===== src/rtl/pc_sequencer.sv =====
// MIPS fetch-stage program counter: stall, branch/jump redirect with optional delay slot,
// exception entry, eret. Define PC_ALIGN_CHECK_EN to trap misaligned redirect targets.
module pc_sequencer #(
    parameter int unsigned          WORD_SIZE    = 32,
    parameter logic [WORD_SIZE-1:0] RESET_VECTOR = '0,
    parameter logic [WORD_SIZE-1:0] EXC_VECTOR   = WORD_SIZE'(32'h0000_0080),
    parameter int unsigned          INC          = 4,
    parameter int unsigned          DELAY_SLOT   = 1
) (
    input  logic                 clk,
    input  logic                 reset,
    input  logic                 stall,
    input  logic                 br_en,
    input  logic [WORD_SIZE-1:0] br_addr,
    input  logic                 exc_en,
    input  logic                 eret_en,
    output logic [WORD_SIZE-1:0] pc_out,
    output logic [WORD_SIZE-1:0] pc_seq,
    output logic [WORD_SIZE-1:0] epc_out,
    output logic                 bd_out,
    output logic                 align_fault
);

    localparam logic [WORD_SIZE-1:0] INC_W = WORD_SIZE'(INC);

    typedef enum logic {
        SEQ,
        PEND
    } state_t;

    state_t               state;
    logic [WORD_SIZE-1:0] pc;
    logic [WORD_SIZE-1:0] target;
    logic [WORD_SIZE-1:0] epc;
    logic                 bd;
    logic                 fault;
    logic                 eret_bad;
    logic                 br_bad;

`ifdef PC_ALIGN_CHECK_EN
    // INC is a power of two, so INC-1 masks exactly the low log2(INC) bits.
    localparam logic [WORD_SIZE-1:0] ALIGN_MASK = INC_W - 1'b1;

    assign eret_bad = (epc & ALIGN_MASK) != '0;
    assign br_bad   = (br_addr & ALIGN_MASK) != '0;
`else
    assign eret_bad = 1'b0;
    assign br_bad   = 1'b0;
`endif

    assign pc_out      = pc;
    assign pc_seq      = pc + INC_W;
    assign epc_out     = epc;
    assign bd_out      = bd;
    assign align_fault = fault;

    // NOTE: every register here uses <= so all updates see the pre-edge values of pc/state/epc.
    always_ff @(posedge clk) begin
        if (!reset) begin
            pc     <= RESET_VECTOR;
            state  <= SEQ;
            target <= '0;
            epc    <= '0;
            bd     <= 1'b0;
            fault  <= 1'b0;
        end else begin
            fault <= 1'b0;
            if (exc_en) begin
                pc     <= EXC_VECTOR;
                state  <= SEQ;
                target <= '0;
                // In PEND the faulting instruction is the branch that precedes the delay slot.
                if (state == PEND) begin
                    epc <= pc - INC_W;
                    bd  <= 1'b1;
                end else begin
                    epc <= pc;
                    bd  <= 1'b0;
                end
            end else if (stall) begin
                // Everything holds; redirect requests seen now are the requester's to repeat.
            end else if (eret_en) begin
                if (eret_bad) begin
                    pc     <= EXC_VECTOR;
                    epc    <= pc;
                    bd     <= 1'b0;
                    fault  <= 1'b1;
                end else begin
                    pc     <= epc;
                end
                state  <= SEQ;
                target <= '0;
            end else if (state == PEND) begin
                pc    <= target;
                state <= SEQ;
            end else if (br_en) begin
                if (br_bad) begin
                    pc    <= EXC_VECTOR;
                    epc   <= pc;
                    bd    <= 1'b0;
                    fault <= 1'b1;
                end else if (DELAY_SLOT != 0) begin
                    pc     <= pc + INC_W;
                    target <= br_addr;
                    state  <= PEND;
                end else begin
                    pc <= br_addr;
                end
            end else begin
                pc <= pc + INC_W;
            end
        end
    end

endmodule


===== config.mk =====
export PLATFORM = sky130hd
export DESIGN_NAME = pc_sequencer
export DESIGN_NICKNAME = d
export VERILOG_FILES = /design/src/rtl/pc_sequencer.sv
export SDC_FILE = /design/constraint.sdc
export NUM_CORES = 1
export LEC_CHECK = 0
export ABC_AREA = 1
export CAP_MARGIN = 20
export CORE_MARGIN = 5
export CORE_UTILIZATION = 55
export DETAILED_ROUTE_END_ITERATION = 10
export DONT_BUFFER_PORTS = 1
export PLACE_DENSITY = 0.74
export SETUP_SLACK_MARGIN = 0.3
export SLEW_MARGIN = 20
export SYNTH_ARGS = -nofsm -noshare
export SYNTH_HDL_FRONTEND = slang
export SYNTH_SLANG_ARGS = --single-unit

===== constraint.sdc =====
create_clock -name clk -period 3.77 [get_ports clk]
set_clock_uncertainty 0.1 [all_clocks]
set_input_delay 0.377 -clock clk [delete_from_list [all_inputs] [get_ports clk]]
set_output_delay 0.377 -clock clk [all_outputs]
set_load 0.01 [all_outputs]

* After elaboration in Yosys (flattened, before gate mapping)
Index checks and enable logic that the tools add are counted.
Word-level totals: bits in registers 98, latch bits 0, bits in writable memories 0, memory bits (read-only) 0, output and inout port bits 98, logic and storage cells 27, memories kept 0
Cells by class: $add $sub $neg 2, $mul 0, div/mod/pow operators 0, magnitude comparators 0, equality and inequality tests 2, shift-type cells 0, multiplexer cells 12, bitwise logic cells 2, reductions and logical operators 3
Operators with widths (count):
- $mux W32 | 6
- $add A32 B3 Y32 const B | 1
- $sub A32 B3 Y32 const B | 1
- $mux W8 | 2
- $mux W1 | 4
- $reduce_and A3 Y1 | 1
- $ne A2 B1 Y1 const B | 1
- $ne A2 B2 Y1 const B | 1
- $not A1 Y1 | 2
- $reduce_bool A2 Y1 | 1
- $reduce_or A2 Y1 | 1

* Longest topological paths before layout
Gate-level depths: netlist (run 1).
word-level depth 5, gate-level depth with buffers 11

* Least setup slack after synthesis (run 1)
OpenSTA, ideal clock, no wires.
kind register to output, start reg pc[2], in the netlist pc_out[2], end out pc_seq[20], data arrival time 1.370 ns, required time 3.293 ns, path slack 1.923 ns, cell stages (with the launch flop) 7, buffers on the path 0, cell sequence dfxtp_1 > ha_1 > nand2_1 > nor2_1 > nand3b_1 > o21ai_0 > nand2_1
On the way: cells in the longest elaborated chain, start to end 1
RTL lines:
- from (decl) | line 32 | logic [WORD_SIZE-1:0] pc;
- from (signal assigned) | line 89 | pc <= epc;
- from (signal assigned) | line 94 | pc <= target;
- from (signal assigned) | line 103 | pc <= pc + INC_W;
- $add A32 B3 Y32 | line 52 | assign pc_seq = pc + INC_W;
- to (decl) | line 18 | output logic [WORD_SIZE-1:0] pc_seq,
No other way between the ends.

* Worst setup path after layout (run 1)
start reg pc[3], in the netlist pc_out[3], end out pc_seq[8]
The elaborated chain is that of the path after synthesis.

==> flow_summary.yaml, run 1 <==
drt:
  detailedRoute.firstPassIterationCount: 5
  ant_nets: 0
  wl_per_cell_um: 19.2
  drt-vias-per-instance: 6.00
  finalWirelength_mm: 19.5
  vias: 6093
  drc: 0
  drtIter0Drc: 682
power:
  ir_worst_vdd_mv: 0.175
  finalPower_mw: 2.04
  internal_power_mw: 1.39
  powerDensity_nw_per_um2: 345
  pwr-share-clk: 0.329
  sw_frac_of_total: 0.318
  switching_power_mw: 0.647
  combPwrFrac: 0.120
  leakage_nw: 2.33
  seq_power_share: 0.551
finish:
  area_growth_pct: 2.81
  fin_area_sq_um: 5910
  nets: 915
  antenna_cells: 0
  layout-drive-gt1-share: 0.0636
min_path:
  hold_depth: 1
  whs_endpoint: "epc_out[4]"
  hp-class: "input pin to flip-flop"
  hp-start: "exc_en"
status:
  outcome: "complete, no violations"
clock_tree:
  cts_tree: "yes"
  cts-resized-gates: 0
  numCtsBuffers: 9
  cts-root-buf: "clkbuf_8"
  cts.clk_slew.worst_paths_ns: 0.10
  insertion_delay_ns: 0.37
  clock_sinks: 98
  clock_path_buffers: 2
  cts_max_level: 3
grt:
  grt_max_degree: 54
  grt_pass1_vias: 5333
  grt.busiest_layer: "met2"
  overflow: 0
  grt_pass1_wl_mm: 30.3
  use_met2: 0.458
  antenna_found_initial: 0
  grt_use_total: 0.300
  grt_use_met1: 0.419
  use_met3: 0.0819
worst_setup_path:
  critPathMaxStageDelay_ns: 0.57
  crit_buf_inv: 0
  path_class: "flip-flop to output pin"
  r2r_cells: 8
  worst_path_max_delay_cell: "dfxtp_1"
  required_ns: 3.29
  start_kind: "flip-flop"
  path_delay_family: "simple AND/OR/NAND/NOR gates"
  reg2reg_slack_ns: 1.41
  timing.rr.start: "pc_out[3]"
  cp-end-kind: "output pin"
  crit_chain: "ha_1 -> nand3_1 -> nor2_2 -> xor2_1"
  worstPathArrival_ns: 2.18
  critPathMaxFanout: 9
  r2r-end: "pc_out[16]"
job:
  drv_cap: 0
logic_synthesis:
  synth_nets: 953
  synth_edf_count: 0
  synth_most_common_cell: "nand2_1"
  yosysTopAreaCellShare: 0.341
  postSynthCellCount: 913
  yosys-top-cells-area: "dfxtp_1, nand2_1, nand3_1"
  synth_area_leader_cell: "dfxtp_1"
  yosysSeqAreaShare: 0.341
  synth_async_sr_flop_share: 0
  yosys-top-cells-count: "nand2_1, nand3_1, nor2_1, dfxtp_1, a21oi_1"
  ys_ff_latch: 98
  synth.distinct_cells: 37
  syn-mean-instance-area_sq_um: 6.29
  synth_ff_type: "dfxtp_1"
  netlist_area_sq_um: 5750
  yosys_warnings: 0
place:
  gp_congestion: 0.957
  post-place-ws_ns: 1.16
  port_buffers: 0
  place_hpwl_mm: 14.2
  placed_cell_area_sq_um: 5690
timing:
  rsz0062_at_grt: "false"
  maxSlewHeadroom: 0.450
  maxSlewViolCount: 0
  holdWs_ns: 0.0157
  tns_ns: 0
  hold_viol: 0
  worst_pin_slew_ns: 0.820
  clock.fmax_mhz: 376
  period_needed_ns: 2.66
  fin_crit_sh: 0.705
  fin_ws_ns: 1.11
  setup_viol: 0
die:
  dieArea_sq_um: 12600
  ioPinCount: 136
  start_util: 0.559
  rows: 37
  dieHeight_um: 112
  core_sq_um: 10300
  chipWidth_um: 112
## worst reg2reg max path, delay by kind of cell, from the launching register on
kind / cells / cell delay, ns
flops: 1 / 0.57
fa+ha+maj: 1 / 0.27
compound gates: 2 / 0.38
simple gates: 5 / 0.92
## timing repair
| action | in CTS | in global routing |
|---|---|---|
| buffers inserted | 0 | 0 |
| endpoints found under the hold margin | 6 | 0 |
| hold buffers | 1 | 0 |
## area by class of cell
type,count,area [sq um]
Tap cell,136,170
Clock buffer,9,124
Timing Repair Buffer,8,70.1
Inverter,67,251
Multi-Input combinational cell,691,3270
Sequential cell,98,1960
Clock inverter,7,63.8
Fill cell,1082,4370
## placed cells by master, fill, tap and decap left out, types with 3 or more instances in the layout
cell type and count:
clkinv_4 3, nand2_1 212, clkbuf_8 9, nand2_2 5, o21ai_1 6, a31oi_1 7, a21oi_1 94, nor2_2 9
a22o_1 3, nand3_1 126, dfxtp_1 98, inv_2 8, nand4_1 10, inv_1 58, nor2_1 117, o21ai_0 62
buf_4 6, o211ai_1 3, o221ai_1 3, nor2_4 7, xor2_1 12
## logic make-up (layout without fill, tap and decap cells)
family / count (synthesis) / in the layout / share of synthesized area
flip-flops: 98 / 98 / 0.341
AND/OR/NAND/NOR: 494 / 494 / 0.376
adder cells (fa/ha/maj): 2 / 2 / 0.00435
buffers and inverters: 124 / 91 / 0.0910
XOR/XNOR: 13 / 13 / 0.0198
other: 1 / 1 / 0.000653
AO/OA/AOI/OAI: 181 / 181 / 0.166
## state kept, by name, summed over array words and instances (netlist names), named ones only
register and cells:
epc_out 32, pc_out 30, target 32, state 1, bd_out 1
## metrics by stage
stage / std cells / utilization
final: 1016 / 0.575
after global routing: 1016 / 0.575
after CTS: 1015 / 0.573
after detailed placement: 998 / 0.554
after global placement: 998 / 0.554
after floorplan: 913 / -
## layer usage
layer	wire length [um]	vias up
li1	-	2932
met1	8080	2777
met2	8700	349
met3	2230	35
met4	482	0
met5	0	-
## worst max path at each step
stage	from	end	slack, ns	cells past startpoint
2_1_floorplan	pc_out[2]	pc_seq[20]	1.92	6
6_report	pc_out[3]	pc_seq[8]	1.11	4
5_1_grt	pc_out[3]	pc_seq[20]	0.92	6
3_5_place_dp	state	target[26]	1.16	7
3_3_place_gp	state	target[7]	1.28	7
4_1_cts	pc_out[3]	pc_seq[8]	1.11	4
## power by group through the flow
stage | Sequential (mW) | Clock (mW) | Combinational, mW
3_5_place_dp | 1.15 | 0 | 0.235
5_1_grt | 1.13 | 0.724 | 0.272
2_1_floorplan | 1.12 | 0 | 0.210
6_report | 1.12 | 0.670 | 0.244
3_3_place_gp | 1.14 | 0 | 0.231
4_1_cts | 1.12 | 0.673 | 0.238
No activity file was read; power rests on OpenSTA's default activity.
==> run 2: changes to the inputs <==
clock period = 2.7 ns   (was 3.77 ns; I/O delays follow)
==> run 2 against run 1 <==
- critical path depth grew 2
- critical endpoint is now pc_seq[23]
- global-route usage grew 2.7 points
- non-clock buffer count grew 41
- register-to-register slack lost 0.82 ns
- combinational power grew 74%
- utilization grew 4.4 points
- hold slack lost 0.010 ns
- die area is the same
==> flow_summary.yaml, run 2 (synthesis gave the netlist of run 1 again) <==
timing:
  worst_pin_slew_ns: 0.617
  fin_crit_sh: 0.847
  rsz0062_at_grt: "false"
  tns_ns: 0
  setup_viol: 0
  maxSlewViolCount: 0
  hold_viol: 0
  period_needed_ns: 2.29
  holdWs_ns: 0.00556
  clock.fmax_mhz: 437
  maxSlewHeadroom: 0.588
clock_tree:
  cts_max_level: 3
  cts_tree: "yes"
  clock_path_buffers: 2
  cts_setup_buffers: 0
  insertion_delay_ns: 0.39
  clock_sinks: 98
  numCtsBuffers: 9
  cts.clk_slew.worst_paths_ns: 0.11
  cts-root-buf: "clkbuf_8"
worst_setup_path:
  critPathMaxStageDelay_ns: 0.49
  path_class: "flip-flop to output pin"
  reg2reg_slack_ns: 0.59
  path_delay_family: "simple AND/OR/NAND/NOR gates"
  r2r_cells: 8
  path_common_cell: "nand2_1"
  r2r-end: "epc_out[8]"
  endpoint: "pc_seq[23]"
  worst_path_max_delay_cell: "dfxtp_2"
  start_kind: "flip-flop"
  required_ns: 2.33
  cp-end-kind: "output pin"
  worstPathArrival_ns: 1.92
  crit_buf_inv: 0
  critPathMaxFanout: 11
  timing.rr.start: "pc_out[2]"
  crit_start: "pc_out[4]"
  crit_cells: 6
  crit_chain: "nand2_1 -> nor2_1 -> nand2_1 -> nor2_2 -> nand3_1 -> nand2_1"
die:
  chipWidth_um: 112
  rows: 37
  start_util: 0.559
  dieArea_sq_um: 12600
  dieHeight_um: 112
  ioPinCount: 136
  core_sq_um: 10300
drt:
  drtIter0Drc: 664
  vias: 6301
  wl_per_cell_um: 20.0
  ant_nets: 0
  detailedRoute.firstPassIterationCount: 6
  drt-vias-per-instance: 5.96
  finalWirelength_mm: 21.1
  drc: 0
min_path:
  hp-class: "input pin to flip-flop"
  hp-start: "eret_en"
power:
  leakage_nw: 2.53
  ir_worst_vdd_mv: 0.308
  powerDensity_nw_per_um2: 468
finish:
  fillers: 1012
  mostFrequentLayoutCell: "nand2_1"
  final_cell_mix: "nand2_1, nand3_1, nor2_1"
  antenna_cells: 0
  seq_area_sq_um: 1990
  area_growth_pct: 10.7
  multi_input_area_sq_um: 3270
  layout-drive-gt1-share: 0.0858
  nets: 956
place:
  place_hpwl_mm: 14.5
  gp_congestion: 0.965
  port_buffers: 0
grt:
  grt_pass1_vias: 5925
  grt_max_degree: 52
  overflow: 0
  grt_pass1_wl_mm: 33.1
  antenna_found_initial: 0
  grt_use_total: 0.328
status:
  outcome: "complete, no violations"
job:
  drv_cap: 0
run 2: cell types whose count changed in the layout (fill, tap and decap cells not counted), sizes merged:
cell and change:
buf +5, clkinvlp -2, dlygate4sd3 +36, inv +2
run 2: layout make-up:
type / instances / share of cell area
clock inverter: 7 / 0.0108
multi-input combinational: 691 / 0.515
sequential: 98 / 0.313
clock buffer: 9 / 0.0195
timing repair buffer: 49 / 0.0763
inverter: 67 / 0.0395
tap: 136 / 0.0268
run 2: report_power, final:
group | internal [mW] | total, mW | switching (mW) | leakage, nW
clock | 0.363 | 0.982 | 0.618 | 0.0997
combinational | 0.141 | 0.424 | 0.284 | 1.63
sequential | 1.49 | 1.57 | 0.0812 | 0.804
total | 1.99 | 2.98 | 0.984 | 2.53
run 2: worst min path at each step:
stage | end | slack, ns | cells after the start
floorplan | state | 0.33 | 2
global placement | epc_out[16] | 0.27 | 1
detailed placement | epc_out[10] | 0.27 | 1
CTS | pc_out[26] | 0.003 | 2
global route | pc_out[19] | 0.004 | 3
finish | pc_out[26] | 0.006 | 2
run 2: timing repair:
action                                  4_1_cts  5_1_grt
endpoints found under the setup margin       11       21
endpoints found under the hold margin        69        0
resized for setup                             4       18
hold buffers                                 39        0
run 2: metal layers:
metal	up-vias	routed length, um	track usage	share of wire
li1	3031	-	-	-
met1	2860	8830	0.449	0.42
met2	358	9370	0.507	0.44
met3	52	2300	0.0825	0.11
met4	0	599	0.105	0.028
met5	-	0	0	0
run 2: stage by stage:
| step | power, mW | setup slack [ns] | area [sq um] | std cells | util |
|---|---|---|---|---|---|
| global route | 3.10 | 0.309 | 6360 | 1057 | 0.619 |
| finish | 2.98 | 0.412 | 6360 | 1057 | 0.619 |
| floorplan | 1.86 | 0.960 | 5750 | 913 | - |
| detailed placement | 1.94 | 0.629 | 5720 | 1002 | 0.557 |
| global placement | 1.93 | 0.674 | 5720 | 1002 | 0.557 |
| CTS | 2.96 | 0.315 | 6330 | 1057 | 0.616 |
run 2: worst reg2reg max path, delay by kind of cell, from the launching register on:
family                   cells  cell delay [ns]
AO/OA/AOI/OAI                1             0.07
buffers and inverters        2             0.69
AND/OR/NAND/NOR              3             0.41
adder cells (fa/ha/maj)      1             0.20
flip-flops                   1             0.40
XOR/XNOR                     1             0.14
==> run 3: changes to the inputs <==
PLACE_DENSITY = 0.77   (was 0.74)
clock period = 2 ns   (was 2.7 ns; I/O delays follow)
==> run 3 against run 2 <==
- the run now ends with negative setup slack left
- via count rose by 12%
- cell count rose by 7.5%
- count of clock-buffer cells in the layout rose by 2
- cell area rose by 23%
- highest routed layer unchanged
==> flow_summary.yaml, run 3 (synthesis gave the netlist of run 1 again) <==
status:
  outcome: "complete, but fails checks"
  violations: "negative setup slack"
finish:
  nets: 1035
  area_growth_pct: 36.3
  fillers: 750
  layout-drive-gt1-share: 0.299
  final_cell_mix: "nand2_1, nand3_1, a21oi_1"
  fin_area_sq_um: 7830
  fin_util: 0.762
  mostFrequentLayoutCell: "nand2_1"
  antenna_cells: 0
  stdcell_count: 1136
worst_setup_path:
  crit_buf_inv: 1
  path_class: "flip-flop to output pin"
  r2r-end: "epc_out[31]"
  crit_cells: 9
  worst_path_max_delay_cell: "dfxtp_4"
  crit_start: "pc_out[2]"
  critPathMaxFanout: 5
  endpoint: "pc_seq[22]"
  critPathMaxStageDelay_ns: 0.40
  path_common_cell: "nand2_2"
  r2r_cells: 11
  path_delay_family: "simple AND/OR/NAND/NOR gates"
  start_kind: "flip-flop"
  cp-end-kind: "output pin"
  required_ns: 1.70
  reg2reg_slack_ns: 0.03
  crit_chain: "ha_4 -> nand2_4 -> nor2_4 -> buf_6 -> nand2_8 -> nor2_4 -> nand2_2 -> nand2_2 -> nand2_2"
  timing.rr.start: "pc_out[11]"
  worstPathArrival_ns: 1.76
drt:
  wl_per_cell_um: 20.2
  drt-vias-per-instance: 6.23
  drtIter0Drc: 872
  vias: 7076
  drc: 0
  detailedRoute.firstPassIterationCount: 6
  ant_nets: 0
  finalWirelength_mm: 23.0
power:
  powerDensity_nw_per_um2: 550
  ir_worst_vdd_mv: 0.494
  finalPower_mw: 4.31
  leakage_nw: 3.22
timing:
  setup_viol: 10
  fin_ws_ns: -0.0591
  rsz0062_at_grt: "true"
  maxSlewHeadroom: 0.496
  fin_crit_sh: 1.03
  clock.fmax_mhz: 486
  worst_pin_slew_ns: 0.756
  hold_viol: 0
  maxSlewViolCount: 0
  period_needed_ns: 2.06
clock_tree:
  insertion_delay_ns: 0.38
  clock_path_buffers: 2
  cts-root-buf: "clkbuf_8"
  cts.clk_slew.worst_paths_ns: 0.10
  cts_tree: "yes"
  cts_max_level: 3
  numCtsBuffers: 9
  clock_sinks: 98
place:
  place_hpwl_mm: 14.0
  placed_cell_area_sq_um: 5970
  post-place-ws_ns: 0.145
  place_inst: 1035
  gp_congestion: 1.02
  port_buffers: 0
die:
  dieHeight_um: 112
  start_util: 0.559
  chipWidth_um: 112
  dieArea_sq_um: 12600
  core_sq_um: 10300
  rows: 37
  ioPinCount: 136
job:
  drv_cap: 0
grt:
  grt_pass1_wl_mm: 34.1
  overflow: 0
  grt_pass1_vias: 6448
  antenna_found_initial: 0
  grt_use_total: 0.332
  grt_max_degree: 53
min_path:
  hp-class: "input pin to flip-flop"
-- run 3: power breakdown --
part	leakage (nW)	switching [mW]	internal (mW)
clock network	0.105	0.750	0.716
registers	0.815	0.0917	1.99
logic	2.30	0.485	0.274
-- run 3: tightest hold or removal path: stages --
cell and delay, ns:
inv_2 0.04, nor2_1 0.07, nand2_1 0.06, a31oi_1 0.08
-- run 3: how the worst min path moves through the flow --
stage | to | cells after the start | startpoint | slack, ns
final | pc_out[4] | 4 | eret_en | 0.02
after global routing | state | 3 | stall | 0.05
after CTS | pc_out[4] | 4 | eret_en | 0.009
after detailed placement | epc_out[16] | 1 | exc_en | 0.20
after global placement | epc_out[16] | 1 | exc_en | 0.20
after floorplan | state | 2 | br_en | 0.26
-- run 3: repair_timing --
item	in CTS	in global routing
gates cloned	0	1
hold endpoints to repair	72	0
hold buffers	38	0
resized for setup	158	102
endpoints found under the setup margin	62	121
pin swaps	44	41
buffers inserted	34	12
-- run 3: routing by layer --
metal | wire (um) | up-vias | track usage
li1 | - | 3168 | -
met1 | 8500 | 3256 | 0.413
met2 | 10500 | 518 | 0.536
met3 | 2680 | 134 | 0.0889
met4 | 1340 | 0 | 0.154
met5 | 0 | - | 0
-- run 3: area by class of cell --
cell class              count  area, sq um  area share
repair buffers            128         1160       0.148
clock buffers              11          131      0.0168
flip-flops and latches     98         2050       0.262
clock inverters             5         85.1      0.0109
inverters                  67          274      0.0350
multi-input cells         691         3960       0.505
well taps                 136          170      0.0217
-- run 3: stage by stage --
stage	setup TNS [ns]	hold WS, ns
final	-0.351	0.0162
after global routing	-1.30	0.0541
after CTS	-0.0301	0.00872
after detailed placement	0	0.200
after global placement	0	0.197
after floorplan	0	0.260
